**src/rtl/key_event_decoder.sv**
```systemverilog
// Key gesture decoder: turns debounced press/release flags into short, long,
// double-click and auto-repeat events using one shared 25-bit timer.
module key_event_decoder #(
   parameter int unsigned LONG_CNT   = 25_000_000,
   parameter int unsigned DCLICK_CNT = 12_500_000,
   parameter int unsigned REPEAT_CNT = 5_000_000
) (
   input  logic Clk,
   input  logic Reset_n,
   input  logic key_flag,
   output logic key_down,
   output logic short_press,
   output logic long_press,
   output logic double_click,
   output logic repeat_pulse
);

   localparam logic [24:0] LONG_MAX   = 25'(LONG_CNT - 1);
   localparam logic [24:0] DCLICK_MAX = 25'(DCLICK_CNT - 1);
   localparam logic [24:0] REPEAT_MAX = 25'(REPEAT_CNT - 1);

   typedef enum logic [2:0] {
      IDLE,
      PRESSED,
      WAIT_SECOND,
      SECOND_PRESSED,
      LONG_HELD
   } state_t;

   state_t      state, state_nx;
   logic [24:0] cnt, cnt_nx;
   logic        key_down_nx, short_nx, long_nx, double_nx, repeat_nx;

   // NOTE: sequential state uses non-blocking assignments so every register
   // samples the pre-edge values regardless of statement order.
   always_ff @(posedge Clk or negedge Reset_n) begin
      if (!Reset_n) begin
         state        <= IDLE;
         cnt          <= '0;
         key_down     <= 1'b0;
         short_press  <= 1'b0;
         long_press   <= 1'b0;
         double_click <= 1'b0;
         repeat_pulse <= 1'b0;
      end else begin
         state        <= state_nx;
         cnt          <= cnt_nx;
         key_down     <= key_down_nx;
         short_press  <= short_nx;
         long_press   <= long_nx;
         double_click <= double_nx;
         repeat_pulse <= repeat_nx;
      end
   end

   // NOTE: every combinational output is given a default before the case so
   // no path leaves it unassigned and no latch is inferred.
   always_comb begin
      state_nx    = state;
      cnt_nx      = cnt;
      key_down_nx = key_down;
      short_nx    = 1'b0;
      long_nx     = 1'b0;
      double_nx   = 1'b0;
      repeat_nx   = 1'b0;

      // key_flag is tested first in each state so it wins over a timeout.
      unique case (state)
         IDLE: begin
            cnt_nx = '0;
            if (key_flag) begin
               state_nx    = PRESSED;
               key_down_nx = 1'b1;
            end
         end
         PRESSED: begin
            if (key_flag) begin
               state_nx    = WAIT_SECOND;
               cnt_nx      = '0;
               key_down_nx = 1'b0;
            end else if (cnt == LONG_MAX) begin
               state_nx = LONG_HELD;
               cnt_nx   = '0;
               long_nx  = 1'b1;
            end else begin
               cnt_nx = cnt + 25'd1;
            end
         end
         LONG_HELD: begin
            if (key_flag) begin
               state_nx    = IDLE;
               cnt_nx      = '0;
               key_down_nx = 1'b0;
            end else if (cnt == REPEAT_MAX) begin
               cnt_nx    = '0;
               repeat_nx = 1'b1;
            end else begin
               cnt_nx = cnt + 25'd1;
            end
         end
         WAIT_SECOND: begin
            if (key_flag) begin
               state_nx    = SECOND_PRESSED;
               cnt_nx      = '0;
               key_down_nx = 1'b1;
            end else if (cnt == DCLICK_MAX) begin
               state_nx = IDLE;
               cnt_nx   = '0;
               short_nx = 1'b1;
            end else begin
               cnt_nx = cnt + 25'd1;
            end
         end
         SECOND_PRESSED: begin
            cnt_nx = '0;
            if (key_flag) begin
               state_nx    = IDLE;
               key_down_nx = 1'b0;
               double_nx   = 1'b1;
            end
         end
         default: begin
            state_nx    = IDLE;
            cnt_nx      = '0;
            key_down_nx = 1'b0;
         end
      endcase
   end

endmodule

```
**config.mk**
```make
export PLATFORM = sky130hd
export DESIGN_NAME = key_event_decoder
export DESIGN_NICKNAME = d
export VERILOG_FILES = /design/src/rtl/key_event_decoder.sv
export SDC_FILE = /design/constraint.sdc
export NUM_CORES = 1
export LEC_CHECK = 0
export ABC_AREA = 1
export CORE_ASPECT_RATIO = 1.5
export CORE_MARGIN = 3
export CORE_UTILIZATION = 55
export CTS_BUF_LIST = sky130_fd_sc_hd__clkbuf_4 sky130_fd_sc_hd__clkbuf_8
export CTS_CLUSTER_SIZE = 10
export DETAILED_ROUTE_END_ITERATION = 8
export PLACE_DENSITY_LB_ADDON = 0.08
export SLEW_MARGIN = 40
export SYNTH_ARGS = -nofsm -noshare
export SYNTH_HDL_FRONTEND = slang
export SYNTH_SLANG_ARGS = --single-unit
export TNS_END_PERCENT = 1
```
**constraint.sdc**
```tcl
create_clock -name Clk -period 2.9 [get_ports Clk]
set_clock_uncertainty 0.1 [all_clocks]
set_input_delay 0.58 -clock Clk [delete_from_list [all_inputs] [get_ports Clk]]
set_output_delay 0.58 -clock Clk [all_outputs]
set_load 0.02 [all_outputs]
```
==> impl_metrics.toml, run 1 <==
[setup_path]
crit_path_start_kind = "input port"
required_ns = 3.03
timing.rr.end = "cnt[15]"
critical_path.endpoint = "state[0]"
r2r_slack_ns = 0.99
arrival_ns = 2.10
rr_worst_depth = 10
critical_path.startpoint = "key_flag"
endpoint_kind = "flip-flop"
r2r_start = "cnt[0]"
worstSetupPathType = "in2reg"
crit_fanout = 23

[min_path]
hp-class = "reg2reg"

[logic_synthesis]
synth_edf_count = 0
synth_flop_cell = "dfrtp_1"
ys_types = 23
synthCells = 402
yosysTopAreaCellShare_pct = 33.6
synth_common_cells = "nand2_1, inv_1, nor2_1"
synth-seq-cells = 33
synth-warning-count = 0
yosysTopAreaCell = "dfrtp_1"
synth_area_per_cell_sq_um = 6.11
async_flop_share_pct = 100
ys_seq_area_share_pct = 33.6
synth_top_cells_by_area = "dfrtp_1, nand2_1, inv_1"
yosysMostFrequentCell = "nand2_1"
syn_nets = 406
syn_area_sq_um = 2450

[drt]
first_iter_violations = 165
ant_nets = 0
post_drt_wl_per_cell_microns = 13.6
firstDrtPassIters = 5
drc_errors = 0
route.vias.total = 2425
viasPerCell = 5.29
wl_mm = 6.23

[cts]
cts_buffers = 5
h-tree-depth = 2
cts_tree = "built"
clock_latency_ns = 0.29
cts-root-buf = "clkbuf_8"
cts_sinks = 33
cts_resized = 0
path_clk_slew_ns = 0.08
post_cts_buffers = 0
holdBufCountCts = 0
clockBufferDepth = 2

[layout]
multi_input_area_sq_um = 1310
diodes = 0
seq_area_sq_um = 826
fillers = 437
final_layout_size_suffix_gt1_share_pct = 6.55
area_delta_synth_final_pct = 8.31
nNetsFinal = 415

[timing]
fmax_mhz = 507
hold_viol = 0
rsz0062_at_grt = "false"
tns_ns = 0
final-setup-viol-count = 0
fin_crit_ns = 1.97
maxSlewViolCount = 0
fin_crit_sh_pct = 68.0
timing.slew.headroom_pct = 56.7
worstMarginPinSlew_ns = 0.648

[run]
cap_violations = 0

[floorplan]
io_pins = 8
die_area_sq_um = 5320
num_rows = 29
die_y_microns = 87.8
start_util_pct = 57.3
die_x_microns = 60.6
core-area_sq_um = 4280

[global_routing]
overflow = 0
grt_pass1_wl_mm = 10.8
grt_usage_pct = 27.3
grt_pass1_vias = 2354
antenna_found_initial = 0
grt_max_degree = 34

[pwr]
ir_drop_uv = 386
p_total_uw = 1160
sw_frac_of_total_pct = 33.2
p_sw_uw = 386
clkPwrFrac_pct = 34.0
leakagePower_uw = 0.00145
combPwrFrac_pct = 21.3
power_density_nw_per_um2 = 437
seqPwrFrac_pct = 44.6
internal-power_uw = 777

[placed_design]
gp_routability_congestion = 0.903
dp_hpwl_mm = 4.80
io_buffers = 7

[status]
status = "finished clean"
==> routing by layer <==
metal / vias to the layer above / share of wire [%] / global-route usage [%]
li1: 1244 / - / -
met1: 1085 / 40 / 31.1
met2: 72 / 51 / 47.4
met3: 24 / 4.4 / 4.13
met4: 0 / 4.9 / 14.8
met5: - / 0 / 0
==> power groups by stage <==
stage / clock network, uW / logic, uW / registers [uW]
6_report: 395 / 248 / 519
5_1_grt: 424 / 278 / 524
2_1_floorplan: 0 / 176 / 528
4_1_cts: 401 / 252 / 518
3_3_place_gp: 0 / 246 / 526
3_5_place_dp: 0 / 250 / 527
==> worst max-delay path: stages <==
cell             delay (ns)
clkdlybuf4s50_1        0.54
inv_1                  0.54
o21ai_0                0.19
nand3_1                0.14
nand2_1                0.06
nand2_1                0.05
==> cells in the final DEF, fill, tap and decap left out, drive strengths merged, types with 3 or more instances in the layout <==
cell type	netlist	layout
nand4	19	19
inv	76	76
clkdlybuf4s50	0	7
dfrtp	33	33
nor2	80	80
nand3	35	35
xor2	9	9
nand2	130	130
clkbuf	3	7
a31oi	3	3
o21ai	4	4
nor3	4	4
==> state kept, by name, summed over array words and instances, names as in the netlist <==
register	count
short_press	1
cnt	25
double_click	1
long_press	1
key_down	1
state	3
repeat_pulse	1
==> cells by family (layout without fill, tap and decap cells) <==
| kind of cell | after synthesis | in the layout | synth area share (%) |
|---|---|---|---|
| flip-flops | 33 | 33 | 33.6 |
| buffers and inverters | 82 | 92 | 12.9 |
| adder cells (fa/ha/maj) | 1 | 1 | 0.510 |
| XOR/XNOR | 9 | 9 | 3.21 |
| AO/OA/AOI/OAI | 8 | 8 | 1.89 |
| AND/OR/NAND/NOR | 269 | 269 | 47.8 |
==> final cells by class <==
cell class                      instances  share of cell area (%)
Clock buffer                            7                    3.62
Clock inverter                          1                   0.188
Inverter                               76                    10.7
Multi-Input combinational cell        287                    49.3
Sequential cell                        33                    31.1
Tap cell                               46                    2.16
Timing Repair Buffer                    8                    2.92
==> worst min-delay path by stage <==
stage	end	startpoint	cells after the start	slack, ns
4_1_cts	double_click	state[2]	1	0.41
3_5_place_dp	double_click	state[2]	1	0.37
5_1_grt	double_click	state[2]	1	0.44
3_3_place_gp	double_click	state[2]	1	0.39
2_1_floorplan	cnt[0]	Reset_n	0	0.18
6_report	double_click	state[2]	1	0.41
==> through the flow <==
step           hold slack [ns]  util (%)  area [sq um]  setup WS (ns)  instances
3_5_place_dp             0.375      59.7          2560          0.657        450
5_1_grt                  0.436      62.1          2660          0.749        458
4_1_cts                  0.408      62.1          2660          0.946        458
6_report                 0.408      62.1          2660          0.928        458
3_3_place_gp             0.388      59.7          2560          0.718        450
2_1_floorplan            0.184         -          2450           1.27        402
Power figures use the tool's default switching activity.
==> inputs of run 2 (changes only) <==
clock period = 1.7 ns   (was 2.9 ns; I/O delays follow)
==> impl_metrics.toml, run 2 (same netlist as run 1, synthesis figures left out) <==
[layout]
final_layout_size_suffix_gt1_share_pct = 15.6
reg_top3 = "cnt x25, state x3"
final_common_cell = "nand2_1"
nNetsFinal = 439
utilization_pct = 68.8
area_delta_synth_final_pct = 20.0
multi_input_area_sq_um = 1380
seq_area_sq_um = 826
largest_reg_flops = 25
layout.cells.non_filler = 482
diodes = 0
regMostFlops = "cnt"
fillers = 410
final_cell_mix = "nand2_1, inv_1, nor2_1"

[placed_design]
io_buffers = 7
dp.cells = 472
gp_routability_congestion = 0.941
dp_hpwl_mm = 5.02

[timing]
timing.slew.headroom_pct = 80.2
hold_ws_ns = 0.310
fin_crit_sh_pct = 103
worstMarginPinSlew_ns = 0.298
hold_viol = 0
final-setup-viol-count = 17
postLayoutSetupSlackWorst_ns = -0.0587
maxSlewViolCount = 0
fmax_mhz = 569
fin_crit_ns = 1.76
rsz0062_at_grt = "true"

[drt]
firstDrtPassIters = 4
post_drt_wl_per_cell_microns = 14.0
ant_nets = 0
first_iter_violations = 153
wl_mm = 6.75
viasPerCell = 5.33
route.vias.total = 2570
drc_errors = 0

[setup_path]
r2r_start = "cnt[1]"
crit_path_start_kind = "flip-flop"
worstSetupPathType = "reg2reg"
timing.rr.end = "cnt[21]"
arrival_ns = 1.85
endpoint_kind = "flip-flop"
rr_worst_depth = 10
r2r_slack_ns = -0.06
crit_fanout = 7
required_ns = 1.79

[run]
cap_violations = 0

[cts]
h-tree-depth = 2
clock_latency_ns = 0.29
cts_tree = "built"
path_clk_slew_ns = 0.07
cts-root-buf = "clkbuf_8"
clockBufferDepth = 2
cts_buffers = 5
cts_sinks = 33

[floorplan]
die_x_microns = 60.6
num_rows = 29
die_area_sq_um = 5320
die_y_microns = 87.8
io_pins = 8
core-area_sq_um = 4280
start_util_pct = 57.3

[global_routing]
overflow = 0
grt_usage_pct = 28.6
grt_max_degree = 34
antenna_found_initial = 0
grt_pass1_vias = 2576
grt_pass1_wl_mm = 11.3

[status]
status = "finished, violations left"
failed_checks = "setup timing"

[pwr]
p_total_uw = 2190
leakagePower_uw = 0.00162
ir_drop_uv = 581
power_density_nw_per_um2 = 742

[min_path]
hp-class = "in2async"
## run 2: worst max path at each step
| stage | start | to |
|---|---|---|
| finish | cnt[1] | cnt[21] |
| global route | cnt[1] | cnt[21] |
| CTS | cnt[0] | cnt[14] |
| floorplan | cnt[0] | cnt[14] |
| global placement | cnt[0] | cnt[14] |
| detailed placement | cnt[0] | cnt[14] |
## run 2: cell type report
type | instances | area share, %
Clock buffer | 6 | 2.80
Clock inverter | 2 | 1.27
Inverter | 76 | 9.68
Multi-Input combinational cell | 288 | 47.0
Sequential cell | 33 | 28.0
Tap cell | 46 | 1.95
Timing Repair Buffer | 31 | 9.30
## run 2: power breakdown
group          total [uW]  internal, uW  switching (uW)
clock network         786           477             309
logic                 523           170             353
registers             878           838            40.5
## run 2: metal layers
| layer | global-route usage [%] | up-vias | part of all wire, % | wire length [microns] |
|---|---|---|---|---|
| met1 | 31.3 | 1175 | 39 | 2640 |
| met5 | 0 | - | 0 | 0 |
| met4 | 18.3 | 0 | 5.6 | 376 |
| met3 | 5.16 | 27 | 3.8 | 259 |
| li1 | - | 1299 | - | - |
| met2 | 49.0 | 69 | 52 | 3480 |
## run 2: timing repair
item | 4_1_cts | 5_1_grt
setup endpoints to repair | 18 | 24
resized for setup | 5 | 18
pin swaps | 3 | 10
buffers inserted | 0 | 1
gates cloned | 1 | 0
hold buffers | 0 | 0
## run 2: worst max-delay path: stages, from the launching register on
cell     delay (ns)
dfrtp_1        0.36
ha_2           0.22
nand2_4        0.08
nor2_4         0.15
nand3_2        0.09
nor2_1         0.10
nand2_1        0.09
nand2_2        0.15
nand3_4        0.18
nand2_2        0.11
inv_1          0.04
## run 2: metrics by stage
step | instance area [sq um] | TNS (ns) | setup WS, ns
after global routing | 2950 | -2.67 | -0.143
after detailed placement | 2750 | -0.744 | -0.0597
final | 2950 | -0.613 | -0.0587
after CTS | 2890 | 0 | 0.00490
after floorplan | 2450 | 0 | 0.0688
after global placement | 2750 | 0 | 0.0111
==> inputs of run 3 (changes only) <==
clock period = 1.55 ns   (was 1.7 ns; I/O delays follow)
==> impl_metrics.toml, run 3 (same netlist as run 1, synthesis figures left out) <==
[timing]
final-setup-viol-count = 24
fin_crit_sh_pct = 108
maxSlewViolCount = 0
fmax_mhz = 595
rsz0062_at_grt = "true"
fin_crit_ns = 1.68
timing.slew.headroom_pct = 76.9
postLayoutSetupSlackWorst_ns = -0.130
hold_viol = 0
worstMarginPinSlew_ns = 0.345

[status]
failed_checks = "setup timing"
status = "finished, violations left"

[pwr]
seqPwrFrac_pct = 43.4
leakagePower_uw = 0.00175
p_sw_uw = 746
ir_drop_uv = 839
p_total_uw = 2240
combPwrFrac_pct = 26.3
power_density_nw_per_um2 = 716
sw_frac_of_total_pct = 33.3
internal-power_uw = 1490
clkPwrFrac_pct = 30.3

[setup_path]
worstSetupPathType = "reg2reg"
path_buf_inv = 1
cpPeakStageDelay_ns = 0.39
crit_chain = "ha_4 > nand2_4 > nor2_4 > nand3_2 > nor2_1 > nand2_1 > nand2_4 > nand3_4 > nand2_1 > inv_1"
cpLargestDelayFamily = "simple AND/OR/NAND/NOR gates"
endpoint_kind = "flip-flop"
crit_path_start_kind = "flip-flop"
arrival_ns = 1.76
required_ns = 1.63
cp_slowest_cell = "dfrtp_1"
crit_fanout = 8

[drt]
drc_errors = 0
ant_nets = 0
wl_mm = 6.91
post_drt_wl_per_cell_microns = 13.6
firstDrtPassIters = 4
viasPerCell = 5.19
route.vias.total = 2642
first_iter_violations = 164

[layout]
final_cell_mix = "nand2_1, inv_1, nor2_1"
final_layout_size_suffix_gt1_share_pct = 20.5
utilization_pct = 73.0
fillers = 388
final_common_cell = "nand2_1"
reg_top3 = "cnt x25, state x3"
layout.cells.non_filler = 509
nNetsFinal = 467
area_delta_synth_final_pct = 27.3
largest_reg_flops = 25
diodes = 0
regMostFlops = "cnt"

[cts]
clock_latency_ns = 0.28
cts_buffers = 5
h-tree-depth = 2
cts_sinks = 33
holdBufCountCts = 0
clockBufferDepth = 2
path_clk_slew_ns = 0.06
cts_tree = "built"
cts-root-buf = "clkbuf_8"

[global_routing]
grt_usage_pct = 30.0
antenna_found_initial = 0
overflow = 0
grt_pass1_wl_mm = 12.0
grt_busiest_layer = "met2"
met2_usage_pct = 52.2
grt_max_degree = 34
grt_pass1_vias = 2671
use_met3_pct = 5.46
grt_use_met1_pct = 33.1

[min_path]
hp-class = "in2async"

[placed_design]
dp.cells = 499
dp_hpwl_mm = 5.21
io_buffers = 7
gp_routability_congestion = 0.964

[floorplan]
io_pins = 8
die_area_sq_um = 5320
core-area_sq_um = 4280
die_x_microns = 60.6
start_util_pct = 57.3
num_rows = 29
die_y_microns = 87.8

[run]
cap_violations = 0
## run 3: changes by cell type in the layout (fill, tap and decap cells not counted), moves of 2 or more
cell,previous run,this run
buf_4,22,50
nor2_2,6,9
nor2_1,71,69
nand2_2,14,12
nand2_1,113,116
clkdlybuf4s50_1,6,2
dlygate4sd2_1,1,5
## run 3: per-stage QoR
stage | worst slack [ns] | TNS, ns | cell area (sq um) | hold slack, ns
3_5_place_dp | -0.137 | -2.64 | 2970 | 0.388
3_3_place_gp | -0.103 | -2.11 | 2970 | 0.389
6_report | -0.130 | -2.14 | 3130 | 0.295
2_1_floorplan | -0.0406 | -0.400 | 2470 | -0.0856
4_1_cts | -0.130 | -1.87 | 3110 | 0.301
5_1_grt | -0.283 | -5.97 | 3130 | 0.301
## run 3: path summary, 6_finish.rpt
kind / start / end / slack, ns / depth (start not counted)
min in group Clk: state[2] / double_click / 0.40 / 1
max reg2reg: cnt[0] / cnt[21] / -0.13 / 10
max in group asynchronous: Reset_n / repeat_pulse / 0.88 / 2
min: Reset_n / cnt[19] / 0.29 / 2
max: cnt[0] / cnt[21] / -0.13 / 10
min reg2reg: state[2] / double_click / 0.40 / 1
## run 3: power groups by stage
stage,Combinational (uW),Sequential [uW],Clock (uW)
final,587,971,678
after global routing,660,980,739
after CTS,582,971,699
after detailed placement,555,987,0
after global placement,545,985,0
after floorplan,342,997,0
## run 3: layout make-up
class / instances / area [sq um] / share of cell area [%]
clock buffer: 7 / 90.1 / 2.88
sequential: 33 / 826 / 26.4
multi-input combinational: 288 / 1390 / 44.4
timing repair buffer: 59 / 479 / 15.3
inverter: 76 / 285 / 9.13
tap: 46 / 57.6 / 1.84
## run 3: layer usage
metal  wire, microns  part of all wire, %
met5               0                    0
met4             367                  5.3
met3             255                  3.7
met2            3600                   52
met1            2690                   39
## run 3: repair_timing
action                                  4_1_cts  5_1_grt
endpoints found under the setup margin       30       29
resized for setup                            17        7
buffers inserted                              2        0
hold endpoints to repair                      0        0
gates cloned                                  1        0
pin swaps                                     8        1
